**src/rtl/stream_mux_n_to_1_pkg.sv**
```systemverilog
`default_nettype none
// +------------------------------------------------------------------+
// | mux_pkg                                                          |
// | Shared types and constants for the N-to-1 stream multiplexer.    |
// | Revision: 1.0                                                    |
// +------------------------------------------------------------------+
package mux_pkg;

  localparam int CNT_W = 16;

  typedef enum logic {
    MODE_SEL = 1'b0,
    MODE_RR  = 1'b1
  } mux_mode_e;

endpackage
`default_nettype wire

```
**src/rtl/stream_mux_n_to_1_if.sv**
```systemverilog
`default_nettype none
// +------------------------------------------------------------------+
// | stream_mux_n_to_1_if                                             |
// | N input streams and one output stream with valid/ready handshake.|
// | Revision: 1.0                                                    |
// +------------------------------------------------------------------+
interface stream_mux_n_to_1_if #(
  parameter int N = 4,
  parameter int W = 8
);
  localparam int SW = $clog2(N);

  logic [N-1:0]   in_valid;
  logic [N*W-1:0] in_data;
  logic [N-1:0]   in_ready;
  logic           out_valid;
  logic [W-1:0]   out_data;
  logic [SW-1:0]  out_ch;
  logic           out_ready;

  // master: producers plus consumer around the mux; slave: the mux itself
  modport master (
    output in_valid, in_data, out_ready,
    input  in_ready, out_valid, out_data, out_ch
  );

  modport slave (
    input  in_valid, in_data, out_ready,
    output in_ready, out_valid, out_data, out_ch
  );

endinterface
`default_nettype wire

```
**src/rtl/stream_mux_n_to_1_rr_pick.sv**
```systemverilog
`default_nettype none
// +------------------------------------------------------------------+
// | rr_pick                                                          |
// | Combinational rotating-priority picker: first requester after    |
// | 'last', wrapping modulo N.                                       |
// | Revision: 1.0                                                    |
// +------------------------------------------------------------------+
module rr_pick #(
  parameter  int N  = 4,
  localparam int SW = $clog2(N)
) (
  input  logic [N-1:0]  req,
  input  logic [SW-1:0] last,
  output logic          gnt_vld,
  output logic [SW-1:0] gnt_idx
);

  // Scan from the farthest offset down so the nearest requester is written last and wins.
  always_comb begin
    gnt_vld = 1'b0;
    gnt_idx = '0;
    for (int k = N; k >= 1; k--) begin
      if (req[(int'(last) + k) % N]) begin
        gnt_vld = 1'b1;
        gnt_idx = SW'((int'(last) + k) % N);
      end
    end
  end

endmodule
`default_nettype wire

```
**src/rtl/stream_mux_n_to_1.sv**
```systemverilog
`default_nettype none
// +------------------------------------------------------------------+
// | stream_mux_n_to_1                                                |
// | N-to-1 stream mux, explicit-select or round-robin, one register  |
// | stage. Optional STREAM_MUX_CNT_EN adds a 16-bit xfer_cnt port.   |
// | Revision: 1.0                                                    |
// +------------------------------------------------------------------+
module stream_mux_n_to_1
  import mux_pkg::*;
#(
  parameter  int N  = 4,
  parameter  int W  = 8,
  localparam int SW = $clog2(N)
) (
  input  logic          clk,
  input  logic          rst,
  input  logic          mode,
  input  logic [SW-1:0] sel,
  stream_mux_n_to_1_if.slave bus
`ifdef STREAM_MUX_CNT_EN
  ,
  output logic [CNT_W-1:0] xfer_cnt
`endif
);

  mux_mode_e     mode_e;
  logic          load;
  logic          rr_vld;
  logic [SW-1:0] rr_idx;
  logic          win_vld;
  logic [SW-1:0] win_idx;
  logic [W-1:0]  win_data;

  logic          out_valid_q, out_valid_d;
  logic [W-1:0]  out_data_q,  out_data_d;
  logic [SW-1:0] out_ch_q,    out_ch_d;
  logic [SW-1:0] rr_last_q,   rr_last_d;

  assign mode_e = mux_mode_e'(mode);
  assign load   = !out_valid_q || bus.out_ready;

  rr_pick #(.N(N)) u_rr_pick (
    .req     (bus.in_valid),
    .last    (rr_last_q),
    .gnt_vld (rr_vld),
    .gnt_idx (rr_idx)
  );

  always_comb begin
    win_vld = 1'b0;
    win_idx = sel;
    if (mode_e == MODE_RR) begin
      win_vld = rr_vld;
      win_idx = rr_idx;
    end else if (int'(sel) < N) begin
      win_vld = bus.in_valid[sel];
    end
  end

  assign win_data     = bus.in_data[win_idx*W +: W];
  assign bus.in_ready = (!rst && load && win_vld) ? (N'(1) << win_idx) : '0;

  always_comb begin
    out_valid_d = out_valid_q;
    out_data_d  = out_data_q;
    out_ch_d    = out_ch_q;
    rr_last_d   = rr_last_q;
    if (load) begin
      out_valid_d = win_vld;
      if (win_vld) begin
        out_data_d = win_data;
        out_ch_d   = win_idx;
        if (mode_e == MODE_RR) begin
          rr_last_d = win_idx;
        end
      end
    end
  end

  // rr_last resets to N-1 so channel 0 is the first round-robin grant.
  always_ff @(posedge clk) begin
    if (rst) begin
      out_valid_q <= 1'b0;
      out_data_q  <= '0;
      out_ch_q    <= '0;
      rr_last_q   <= SW'(N - 1);
    end else begin
      out_valid_q <= out_valid_d;
      out_data_q  <= out_data_d;
      out_ch_q    <= out_ch_d;
      rr_last_q   <= rr_last_d;
    end
  end

  assign bus.out_valid = out_valid_q;
  assign bus.out_data  = out_data_q;
  assign bus.out_ch    = out_ch_q;

`ifdef STREAM_MUX_CNT_EN
  logic [CNT_W-1:0] cnt_q;

  always_ff @(posedge clk) begin
    if (rst) begin
      cnt_q <= '0;
    end else if (out_valid_q && bus.out_ready) begin
      cnt_q <= cnt_q + CNT_W'(1);
    end
  end

  assign xfer_cnt = cnt_q;
`endif

endmodule
`default_nettype wire

```
**src/flat_wrapper.sv**
```systemverilog
// flat-port wrapper written by rule: the top's interface ports become plain ports
module stream_mux_n_to_1_flat import mux_pkg::*;
#(
  parameter  int N  = 4,
  parameter  int W  = 8,
  localparam int SW = $clog2(N)
)
  (clk, rst, mode, sel, bus_in_valid, bus_in_data, bus_out_ready, bus_in_ready, bus_out_valid, bus_out_data, bus_out_ch);
  stream_mux_n_to_1_if #(.N(N), .W(W)) bus_i ();
  input  logic clk;
  input  logic rst;
  input  logic mode;
  input  logic [SW-1:0] sel;
  input wire logic [$bits(bus_i.in_valid)-1:0] bus_in_valid;
  input wire logic [$bits(bus_i.in_data)-1:0] bus_in_data;
  input wire logic [$bits(bus_i.out_ready)-1:0] bus_out_ready;
  output wire logic [$bits(bus_i.in_ready)-1:0] bus_in_ready;
  output wire logic [$bits(bus_i.out_valid)-1:0] bus_out_valid;
  output wire logic [$bits(bus_i.out_data)-1:0] bus_out_data;
  output wire logic [$bits(bus_i.out_ch)-1:0] bus_out_ch;
  assign bus_i.in_valid = bus_in_valid;
  assign bus_i.in_data = bus_in_data;
  assign bus_i.out_ready = bus_out_ready;
  assign bus_in_ready = bus_i.in_ready;
  assign bus_out_valid = bus_i.out_valid;
  assign bus_out_data = bus_i.out_data;
  assign bus_out_ch = bus_i.out_ch;
  stream_mux_n_to_1 #(.N(N), .W(W)) u_core (.clk(clk), .rst(rst), .mode(mode), .sel(sel), .bus(bus_i));
endmodule
```
**config.mk**
```make
export PLATFORM = sky130hd
export DESIGN_NAME = stream_mux_n_to_1_flat
export DESIGN_NICKNAME = d
export VERILOG_FILES = /design/src/rtl/stream_mux_n_to_1_pkg.sv /design/src/rtl/stream_mux_n_to_1_if.sv /design/src/rtl/stream_mux_n_to_1_rr_pick.sv /design/src/rtl/stream_mux_n_to_1.sv /design/src/flat_wrapper.sv
export SDC_FILE = /design/constraint.sdc
export NUM_CORES = 1
export LEC_CHECK = 0
export BUFFER_PORTS_ARGS = -buffer_cell sky130_fd_sc_hd__buf_2
export CAP_MARGIN = 20
export CORE_MARGIN = 4
export CORE_UTILIZATION = 40
export CTS_BUF_LIST = sky130_fd_sc_hd__clkbuf_8 sky130_fd_sc_hd__clkbuf_16
export DETAILED_ROUTE_END_ITERATION = 8
export MAX_ROUTING_LAYER = met4
export PLACE_DENSITY_LB_ADDON = 0.2
export SYNTH_ARGS = -nofsm -noshare
export SYNTH_HDL_FRONTEND = slang
export SYNTH_HIERARCHICAL = 1
export SYNTH_SLANG_ARGS = --single-unit
```
**constraint.sdc**
```tcl
create_clock -name clk -period 2.7 [get_ports clk]
set_input_delay 0.27 -clock clk [delete_from_list [all_inputs] [get_ports clk]]
set_output_delay 0.27 -clock clk [all_outputs]
set_load 0.03 [all_outputs]
```
Word-level counts from Yosys, hierarchy flattened. Cells that the tools add are included.

Register bits after elaboration: 13. Latch bits: 0. Bits in writable memories: 0. Memory bits (read-only): 0. Input bits: 42. Output and inout port bits: 15. Logic and storage cells: 55. Memories kept: 0.

Add/sub/neg operators: 4. $mul: 0. Divide/modulo/power cells: 0. Magnitude comparators: 5. Eq/ne operators: 0. Shift operators: 2. Mux-type cells: 25. Bitwise operators: 4. Reduce and logical (&&, ||, !) cells: 11.

Operator list (number): indexed part select 32 x 6 -> 8 bit (1); < comparator 3 x 4 -> 1 bit, second input constant (4); two-way mux 1 bit (14); binary-select mux 1 bit (select 2 bit) (5); two-way mux 2 bit (5); OR reduction 2 bit (4); adder 2 x 1 -> 2 bit, second input constant (2); adder 2 bit, second input constant (2); AND 1 bit, first input constant (4); two-way mux 4 bit (1); << shifter 1 x 2 -> 4 bit, first input constant (1); < comparator 2 x 3 -> 1 bit, second input constant (1); AND reduction 3 bit (1); logical AND 1 bit (2); zero test 1 bit (2); AND reduction 2 bit (1); logical OR 1 bit (1).

Logic depth before layout (Yosys ltp). Gate-level depths: netlist (run 1).

Depth after elaboration: 13. Gate-level depth with buffers: 7. Mapped depth without buffers: 6.

By module. Netlist (run 1), hierarchy kept.

By module, submodules not included: stream_mux_n_to_1 (instances 1, cells an instance 59, area each 747.0 um^2, sequential area each 260.2 um^2); rr_pick (instances 1, cells an instance 14, area each 91.3 um^2, sequential area each 0.0 um^2).

Worst setup path after synthesis (run 1). No wires, ideal clock.

Kind: reg2out. Start: register u_core.out_valid_q (netlist: u_core/bus.out_valid). End: output bus_in_ready[2]. Data arrival time: 1.855 ns. Data required time: 2.430 ns. Setup slack: 0.575 ns. Stages on the path, launching flop included: 6. Buffers on the path: 1. Cell sequence: dfxtp_1 > nand2b_1 > nand3_1 > a21oi_1 > buf_4 > nor3b_1.

Longest elaborated chain between the ends: 5.

RTL lines: from (decl) (line stream_mux_n_to_1.sv:34) `logic out_valid_q, out_valid_d;`; from (signal assigned) (line stream_mux_n_to_1.sv:88) `out_valid_q <= out_valid_d;`; zero test 1 bit (line stream_mux_n_to_1.sv:40) `assign load = !out_valid_q || bus.out_ready;`; logical OR 1 bit (line stream_mux_n_to_1.sv:40); logical AND 1 bit (2 in a row) (line stream_mux_n_to_1.sv:61) `assign bus.in_ready = (!rst && load && win_vld) ? (N'(1) << win_idx) : '0;`; two-way mux 4 bit (line stream_mux_n_to_1.sv:61); to (decl) (line flat_wrapper.sv:17) `output wire logic [$bits(bus_i.in_ready)-1:0] bus_in_ready;`.

No other way between the ends.

Final worst setup path (run 1).
Start: register u_core.rr_last_q[1]. End: output bus_in_ready[0].

Longest elaborated chain between the ends: 11. Elaborated cells on any way between the ends: 29. Those cells by class: add/sub (4); shift (1); mux (23); reduce/logical (1).

RTL lines: from (decl) (line stream_mux_n_to_1.sv:37) `logic [SW-1:0] rr_last_q, rr_last_d;`; from (signal assigned) (line stream_mux_n_to_1.sv:86) `rr_last_q <= SW'(N - 1);`; from (signal assigned) (line stream_mux_n_to_1.sv:91) `rr_last_q <= rr_last_d;`; adder 2 x 1 -> 2 bit (line stream_mux_n_to_1_rr_pick.sv:23, stream_mux_n_to_1_rr_pick.sv:25); binary-select mux 1 bit (select 2 bit) (line stream_mux_n_to_1_rr_pick.sv:23) `if (req[(int'(last) + k) % N]) begin`; two-way mux 1 bit (implied by the code) (2 in a row) (line stream_mux_n_to_1_rr_pick.sv:23); two-way mux 2 bit (3 in a row) (line stream_mux_n_to_1_rr_pick.sv:23); two-way mux 2 bit * (line stream_mux_n_to_1_rr_pick.sv:23); net u_core.rr_idx[1] (line stream_mux_n_to_1.sv:29) `logic [SW-1:0] rr_idx;`; two-way mux 2 bit * (line stream_mux_n_to_1.sv:52) `if (mode_e == MODE_RR) begin`; << shifter 1 x 2 -> 4 bit * (line stream_mux_n_to_1.sv:61); two-way mux 4 bit * (line stream_mux_n_to_1.sv:61).

The timed path passes the listed nets; every way through them passes the cells marked *. The select of a mux whose other input is x is not followed.

==> metrics.txt, run 1 <==
core area 0.00198 mm2; Pleak 0.599 nW; # resized after CTS 0; largest net degree at the start of global routing 13; syn avg cell area 11.5 um2; asr flop ratio synth 0%; most frequent cell after synthesis dfxtp_1; Max Used Layer met4; Post-synth EDFFs 0; area leader, netlist dfxtp_1; WHS Path Cells 2; Total Wirelength 2130 um; # diodes 0; Core Util, Final 60.5%; Met1 Wirelength 902 um; Die Y 53.8 um; beginning of the worst register-to-register path u_core/rr_last_q[1]; Area contributors post-synth dfxtp_1, mux4_2, a22o_1; Slew HR 69.6%; worst path required time 2.43 ns; drt drc 0; delay-heaviest family, CP buffers and inverters; clk_skew 0.00137 ns; Max VDD drop 227 uV; Worst Path Max Fanout 10; CTS Buf Count 3; WL met3 178 um; post-route ant nets 0; max incr delay on CP 0.42 ns; grt ovf 0; flop2flop setup slack 0.59 ns; ys flop type dfxtp_1; initial antenna violation count 0; vias in the first global route 739; initial core utilization 42.3%; Worst Max-Slew Pin Slew 0.443 ns; max-cap violations 0; hpwl dp 1780 um; die area 0.00289 mm2; Hold Vio Cnt, Final 0; Total Routing Usage GR 15.0%; synth warn 6; H-tree depth 1; Post-Synthesis Cells 73; first-pass GRT wire length 3080 um; later-pin clock latency in the skew report 0.24 ns; fin. max-slew vios 0; outcome finished, final reports clean; sequential cell area fraction in the yosys report 31.0%; gpl congestion 0.700; layout overhead on the synthesized area 43.1%; Critical R2R Capture u_core/bus.out_data[1]; WL/cell 13.3 um; DR vias/cell 5.19; Synth top area share 31.0%; Worst Setup Start Kind flip-flop; Root Buffer clkbuf_8; Tmin final 2.26 ns; nature of the critical path endpoint output port; Final Cycle Share 83.8%; WP data arrival 1.99 ns; RSZ-0062 raised after global routing false; crit path cell chain a21oi_1, a31oi_1, a21oi_1, mux2i_1, buf_4, and3_1, buf_2; Unique masters post-synth 25; I/O Buffers 56; CP bufs+invs 2; # rows 16; clock-pin transition on the worst setup and hold timing paths 0.05 ns; Max Freq 442 MHz; wire length on met2 1020 um; Post-Syn Area 838 um2; Setup Fix Bufs, Post-CTS 0; PD cells 523 mW/mm2; most used cell, CP a21oi_1; clk buf depth 2; FF+latch count, synth 13; hold path start rst; vias 830; layout cell share with drive strength beyond 1 57.9%; Syn Nets 115; Hold Buf Count CTS 0; CTS tree yes; Layout Nets 176; Crit Path Category reg -> out; R2R cell count 6; initial DRC count 12; hold crit path type in -> reg; CP max stage cell dfxtp_1; die span in x 53.8 um; Commonest cells post-synth dfxtp_1, mux4_2, a22o_1; I/O pin count 57; first drt pass iteration count 4; setup tns final 0 ns; CTS Sinks 13; Hold EP u_core/bus.out_valid; final setup fails 0
## cells in the final DEF, fill, tap and decap left out
cell,count
buf_2,56
dfxtp_1,13
mux4_2,9
a22o_1,8
mux2i_1,4
nand2b_1,4
a21oi_1,4
nor2_1,4
buf_4,4
clkbuf_8,3
and3_1,3
inv_1,2
nor3b_1,2
nand2_1,2
nor3_1,2
a211oi_1,2
a211o_1,2
mux2_2,1
nand3_1,1
nand3b_1,1
and3b_4,1
nor3_4,1
and2b_1,1
a21oi_2,1
o221ai_2,1
a31oi_1,1
## power breakdown
part | leakage (nW) | switching (mW) | internal [mW]
clock | 0.0269 | 0.0670 | 0.100
combinational | 0.464 | 0.121 | 0.111
sequential | 0.108 | 0.0134 | 0.214
total | 0.599 | 0.201 | 0.426
## state kept, by name, indices dropped and copies added (netlist names)
register,flops
u_core/bus.out_data,8
u_core/rr_last_q,2
u_core/bus.out_valid,1
u_core/bus.out_ch,2
## how the worst max path moves through the flow
stage | startpoint | to | slack (ns) | cells after the start
finish | u_core/rr_last_q[1] | bus_in_ready[0] | 0.44 | 7
global route | u_core/rr_last_q[1] | bus_in_ready[1] | 0.27 | 7
CTS | u_core/rr_last_q[1] | bus_in_ready[0] | 0.42 | 7
detailed placement | u_core/rr_last_q[1] | u_core/bus.out_data[1] | 0.58 | 6
global placement | bus_in_valid[2] | u_core/bus.out_data[1] | 0.65 | 8
floorplan | u_core/bus.out_valid | bus_in_ready[2] | 0.57 | 5
## metal layers
metal	vias up	global-route usage, %
met5	-	-
met4	0	7.66
met3	4	0.831
met2	39	23.6
met1	371	19.4
li1	416	-
## logic make-up after synthesis
logic type             after synthesis  share of synthesized area (%)
DFF                                 13                           31.0
and+or+nand+nor                     22                           16.7
muxes                               14                           30.3
AOI/OAI and AO/OA                   19                           18.2
buffers and inverters                5                           3.73
## area by class of cell
class,instances,area [um2]
Sequential cell,13,260
Clock inverter,1,3.75
Timing Repair Buffer,60,310
Multi-Input combinational cell,55,547
Clock buffer,3,41.3
Tap cell,27,33.8
Inverter,1,3.75
Fill cell,175,782
## per-stage QoR
stage	area, um2	hold slack, ns	setup slack (ns)	instances	power [mW]
floorplan	838	0.339	0.575	73	0.389
global placement	1150	0.456	0.652	156	0.460
detailed placement	1150	0.463	0.581	156	0.465
CTS	1200	0.295	0.420	160	0.637
global route	1200	0.313	0.273	160	0.663
finish	1200	0.298	0.438	160	0.627
## worst reg2reg max path, delay by kind of cell, from the launching register on
family / cells / cell delay, ns
multiplexers: 3 / 0.97
flip-flops: 1 / 0.42
AO/OA/AOI/OAI: 2 / 0.38
buffers and inverters: 1 / 0.23
Power figures use the tool's default switching activity.
==> run 2: changes to the inputs <==
==> constraint.sdc (replaced) <==
create_clock -name clk -period 2.2 [get_ports clk]
set_input_delay 0.22 -clock clk [delete_from_list [all_inputs] [get_ports clk]]
set_output_delay 0.22 -clock clk [all_outputs]
set_load 0.03 [all_outputs]
==> metrics.txt, run 2 (synthesized netlist as in run 1, its figures left out) <==
outcome finished, final reports clean; Pleak 0.603 nW; hpwl dp 1840 um; Worst Setup Start Kind flip-flop; Root Buffer clkbuf_8; final setup fails 0; largest net degree at the start of global routing 13; commonest non-fill, non-tap cell in the layout buf_2; hold crit path type in -> reg; I/O pin count 57; post-route cell area 0.00121 mm2; Hold Vio Cnt, Final 0; CTS tree yes; layout cell share with drive strength beyond 1 59.0%; WL/cell 13.5 um; die span in x 53.8 um; Largest register FFs 8; total power 0.772 mW; core area 0.00198 mm2; initial antenna violation count 0; later-pin clock latency in the skew report 0.24 ns; post-route ant nets 0; commonest non-fill, non-tap cells in the layout buf_2, dfxtp_1, mux4_2; met2 Usage GRT 24.8%; CTS Buf Count 3; # resized after CTS 0; # rows 16; initial DRC count 8; Final Cycle Share 92.1%; DR vias/cell 5.16; Slew HR 75.1%; max-cap violations 0; H-tree depth 1; PD cells 639 mW/mm2; Max VDD drop 348 uV; CTS Sinks 13; vias in the first global route 771; Tmin final 2.03 ns; setup tns final 0 ns; Layout Nets 177; Total Wirelength 2170 um; nature of the critical path endpoint flip-flop; Worst Setup Slack, final 0.174 ns; gr busiest metal met2; Worst Path Max Fanout 8; Hold Buf Count CTS 0; WP data arrival 2.16 ns; met3 GRT Util 2.49%; initial core utilization 42.3%; # diodes 0; I/O Buffers 56; Crit Path Category reg -> reg; worst path required time 2.33 ns; first-pass GRT wire length 3310 um; Area after DPL 0.00116 mm2; Die Y 53.8 um; clock-pin transition on the worst setup and hold timing paths 0.05 ns; vias 831; Total Routing Usage GR 15.8%; fin. max-slew vios 0; drt drc 0; first drt pass iteration count 5; GR Layer Usage met1 21.3%; pre-CTS WS 0.118 ns; grt ovf 0; Max Freq 494 MHz; gpl congestion 0.725; RSZ-0062 raised after global routing false; layout overhead on the synthesized area 44.2%; Setup Fix Bufs, Post-CTS 0; clk_skew 0.00111 ns; Worst Max-Slew Pin Slew 0.372 ns; die area 0.00289 mm2; clk buf depth 2
==> run 2: power by group <==
group / total [mW] / switching, mW / internal (mW)
combinational: 0.287 / 0.148 / 0.139
sequential: 0.280 / 0.0163 / 0.263
clock: 0.205 / 0.0824 / 0.123
total: 0.772 / 0.247 / 0.526
==> run 2: final cells by class <==
cell class              instances  area (um2)
inverters                       1        3.75
fillers                       186         773
repair buffers                 61         318
clock buffers                   3        41.3
flip-flops and latches         13         262
well taps                      27        33.8
clock inverters                 1        3.75
multi-input cells              55         547
==> run 2: stage by stage <==
step,instances,util (%),hold WS [ns]
final,161,61.0,0.251
after global placement,157,58.6,0.458
after floorplan,73,-,0.289
after CTS,161,60.9,0.251
after detailed placement,157,58.6,0.463
after global routing,161,61.0,0.262
==> run 2: per-layer routing <==
metal	part of all wire, %	wire length, um	vias up
met2	49	1070	34
met1	43	937	380
met3	7.4	161	0
met5	0	0	-
li1	-	-	417
met4	0	0	0
==> run 2: final timing paths <==
check                               from                endpoint  slack (ns)  depth (start not counted)
setup / recovery     u_core/rr_last_q[1]  u_core/bus.out_data[1]        0.17                          7
hold / removal                       rst    u_core/bus.out_valid        0.25                          2
setup reg to reg     u_core/rr_last_q[1]  u_core/bus.out_data[1]        0.17                          7
hold reg to reg   u_core/bus.out_data[0]  u_core/bus.out_data[0]        0.48                          1
==> run 2: critical path: stages (launching register included) <==
cell and delay [ns]:
dfxtp_2 0.35, nand2b_1 0.16, a21oi_2 0.15, o221ai_2 0.11
mux2i_1 0.19, buf_4 0.23, mux4_2 0.51, a22o_1 0.23
==> run 3: changes to the inputs <==
--- a/config.mk
+++ b/config.mk
@@ -7,8 +7,10 @@
 export LEC_CHECK = 0
 export BUFFER_PORTS_ARGS = -buffer_cell sky130_fd_sc_hd__buf_2
 export CAP_MARGIN = 20
+export CELL_PAD_IN_SITES_DETAIL_PLACEMENT = 1
+export CELL_PAD_IN_SITES_GLOBAL_PLACEMENT = 1
 export CORE_MARGIN = 4
-export CORE_UTILIZATION = 40
+export CORE_UTILIZATION = 29
 export CTS_BUF_LIST = sky130_fd_sc_hd__clkbuf_8 sky130_fd_sc_hd__clkbuf_16
 export DETAILED_ROUTE_END_ITERATION = 8
 export MAX_ROUTING_LAYER = met4
==> metrics.txt, run 3 (synthesized netlist as in run 1, its figures left out) <==
CTS Buf Count 3; CP max stage cell mux4_2; final setup fails 0; Final Cycle Share 92.6%; clk_skew 0.00742 ns; Worst Path Max Fanout 11; H-tree depth 1; Worst Setup Start Kind flip-flop; CP bufs+invs 1; PD cells 651 mW/mm2; Comb pwr share 37.3%; I/O Buffers 56; WHS Path Cells 2; # rows 19; Crit Path Category reg -> reg; Sw Share 33.5%; Clk network pwr share 27.5%; Max VDD drop 461 uV; vias 848; die span in x 61.8 um; crit path cell chain mux2i_1, o221ai_2, mux2i_2, buf_12, mux4_2, a22o_1; hold crit path type in -> reg; initial antenna violation count 0; clock-pin transition on the worst setup and hold timing paths 0.06 ns; switching pwr 0.265 mW; Total Routing Usage GR 14.0%; max incr delay on CP 0.49 ns; first-pass GRT wire length 3820 um; WP data arrival 2.17 ns; Hold Buf Count CTS 0; delay-heaviest family, CP multiplexers; RSZ-0062 raised after global routing false; post-route ant nets 0; Worst Max-Slew Pin Slew 0.384 ns; clk buf depth 2; layout overhead on the synthesized area 45.4%; R2R cell count 6; Setup Fix Bufs, Post-CTS 0; Hold Vio Cnt, Final 0; # diodes 0; Max Freq 491 MHz; Pleak 0.597 nW; pre-CTS WS 0.0636 ns; later-pin clock latency in the skew report 0.24 ns; Layout Nets 175; I/O pin count 57; vias in the first global route 846; Die Y 61.8 um; WL/cell 16.2 um; Tmin final 2.04 ns; core area 0.00276 mm2; Slew HR 74.3%; first drt pass iteration count 4; DR vias/cell 5.20; commonest non-fill, non-tap cells in the layout buf_2, dfxtp_1, mux4_2; WP depth 6; Total Wirelength 2640 um; die area 0.00381 mm2; initial core utilization 30.4%; CTS tree yes; Largest register FFs 8; drt drc 0; outcome finished, final reports clean; P_int 0.528 mW; commonest non-fill, non-tap cell in the layout buf_2; CTS Sinks 13; nature of the critical path endpoint flip-flop; initial DRC count 44; max-cap violations 0; total power 0.793 mW; worst path required time 2.33 ns; gpl congestion 0.799; largest net degree at the start of global routing 15; hpwl dp 2190 um; layout cell share with drive strength beyond 1 59.8%; fin. max-slew vios 0; fin cells 163; Worst Setup Slack, final 0.162 ns; placed insts 159; Fin Hold WS 0.260 ns; grt ovf 0; Sequential Power Share 35.2%; setup tns final 0 ns; Root Buffer clkbuf_8
-- run 3: cell types whose count changed in the layout (fill, tap and decap cells not counted) --
| cell | previous run | this run |
|---|---|---|
| a21oi_1 | 4 | 3 |
| mux2i_1 | 4 | 3 |
| a21oi_2 | 1 | 2 |
| buf_12 | 0 | 1 |
| mux2i_2 | 0 | 1 |
| buf_4 | 5 | 2 |
-- run 3: through the flow --
step           utilization [%]  instance area, um2
3_3_place_gp              42.2                1160
6_report                  44.2                1220
4_1_cts                   43.9                1210
3_5_place_dp              42.2                1160
2_1_floorplan                -                 838
5_1_grt                   44.2                1220
-- run 3: routing by layer --
metal  track usage, %  wire length [um]  vias up
met1             15.9              1020      408
met3             4.34               208        2
met2             25.0              1400       28
met5                -                 0        -
met4             1.82                10        0
li1                 -                 -      410
-- run 3: worst paths after layout --
kind	from	end	slack [ns]
worst min-delay path	rst	u_core/bus.out_valid	0.26
worst min register to register	u_core/bus.out_data[2]	u_core/bus.out_data[2]	0.48
worst max register to register	u_core/rr_last_q[1]	u_core/bus.out_data[1]	0.16
worst max-delay path	u_core/rr_last_q[1]	u_core/bus.out_data[1]	0.16
-- run 3: area by class of cell --
class | instances | area (um2)
repair buffers | 59 | 315
clock buffers | 3 | 41.3
fillers | 336 | 1540
inverters | 1 | 3.75
flip-flops and latches | 13 | 262
well taps | 31 | 38.8
clock inverters | 1 | 3.75
multi-input cells | 55 | 554
-- run 3: power groups by stage --
stage | registers [mW] | logic [mW] | clock network [mW]
2_1_floorplan | 0.329 | 0.149 | 0
3_3_place_gp | 0.282 | 0.292 | 0
3_5_place_dp | 0.285 | 0.298 | 0
4_1_cts | 0.279 | 0.299 | 0.228
5_1_grt | 0.282 | 0.320 | 0.238
6_report | 0.279 | 0.296 | 0.218
-- run 3: timing repair --
item / CTS / global route
hold endpoints to repair: 0 / 0
endpoints found under the setup margin: 0 / 11
gates resized for setup: 0 / 3
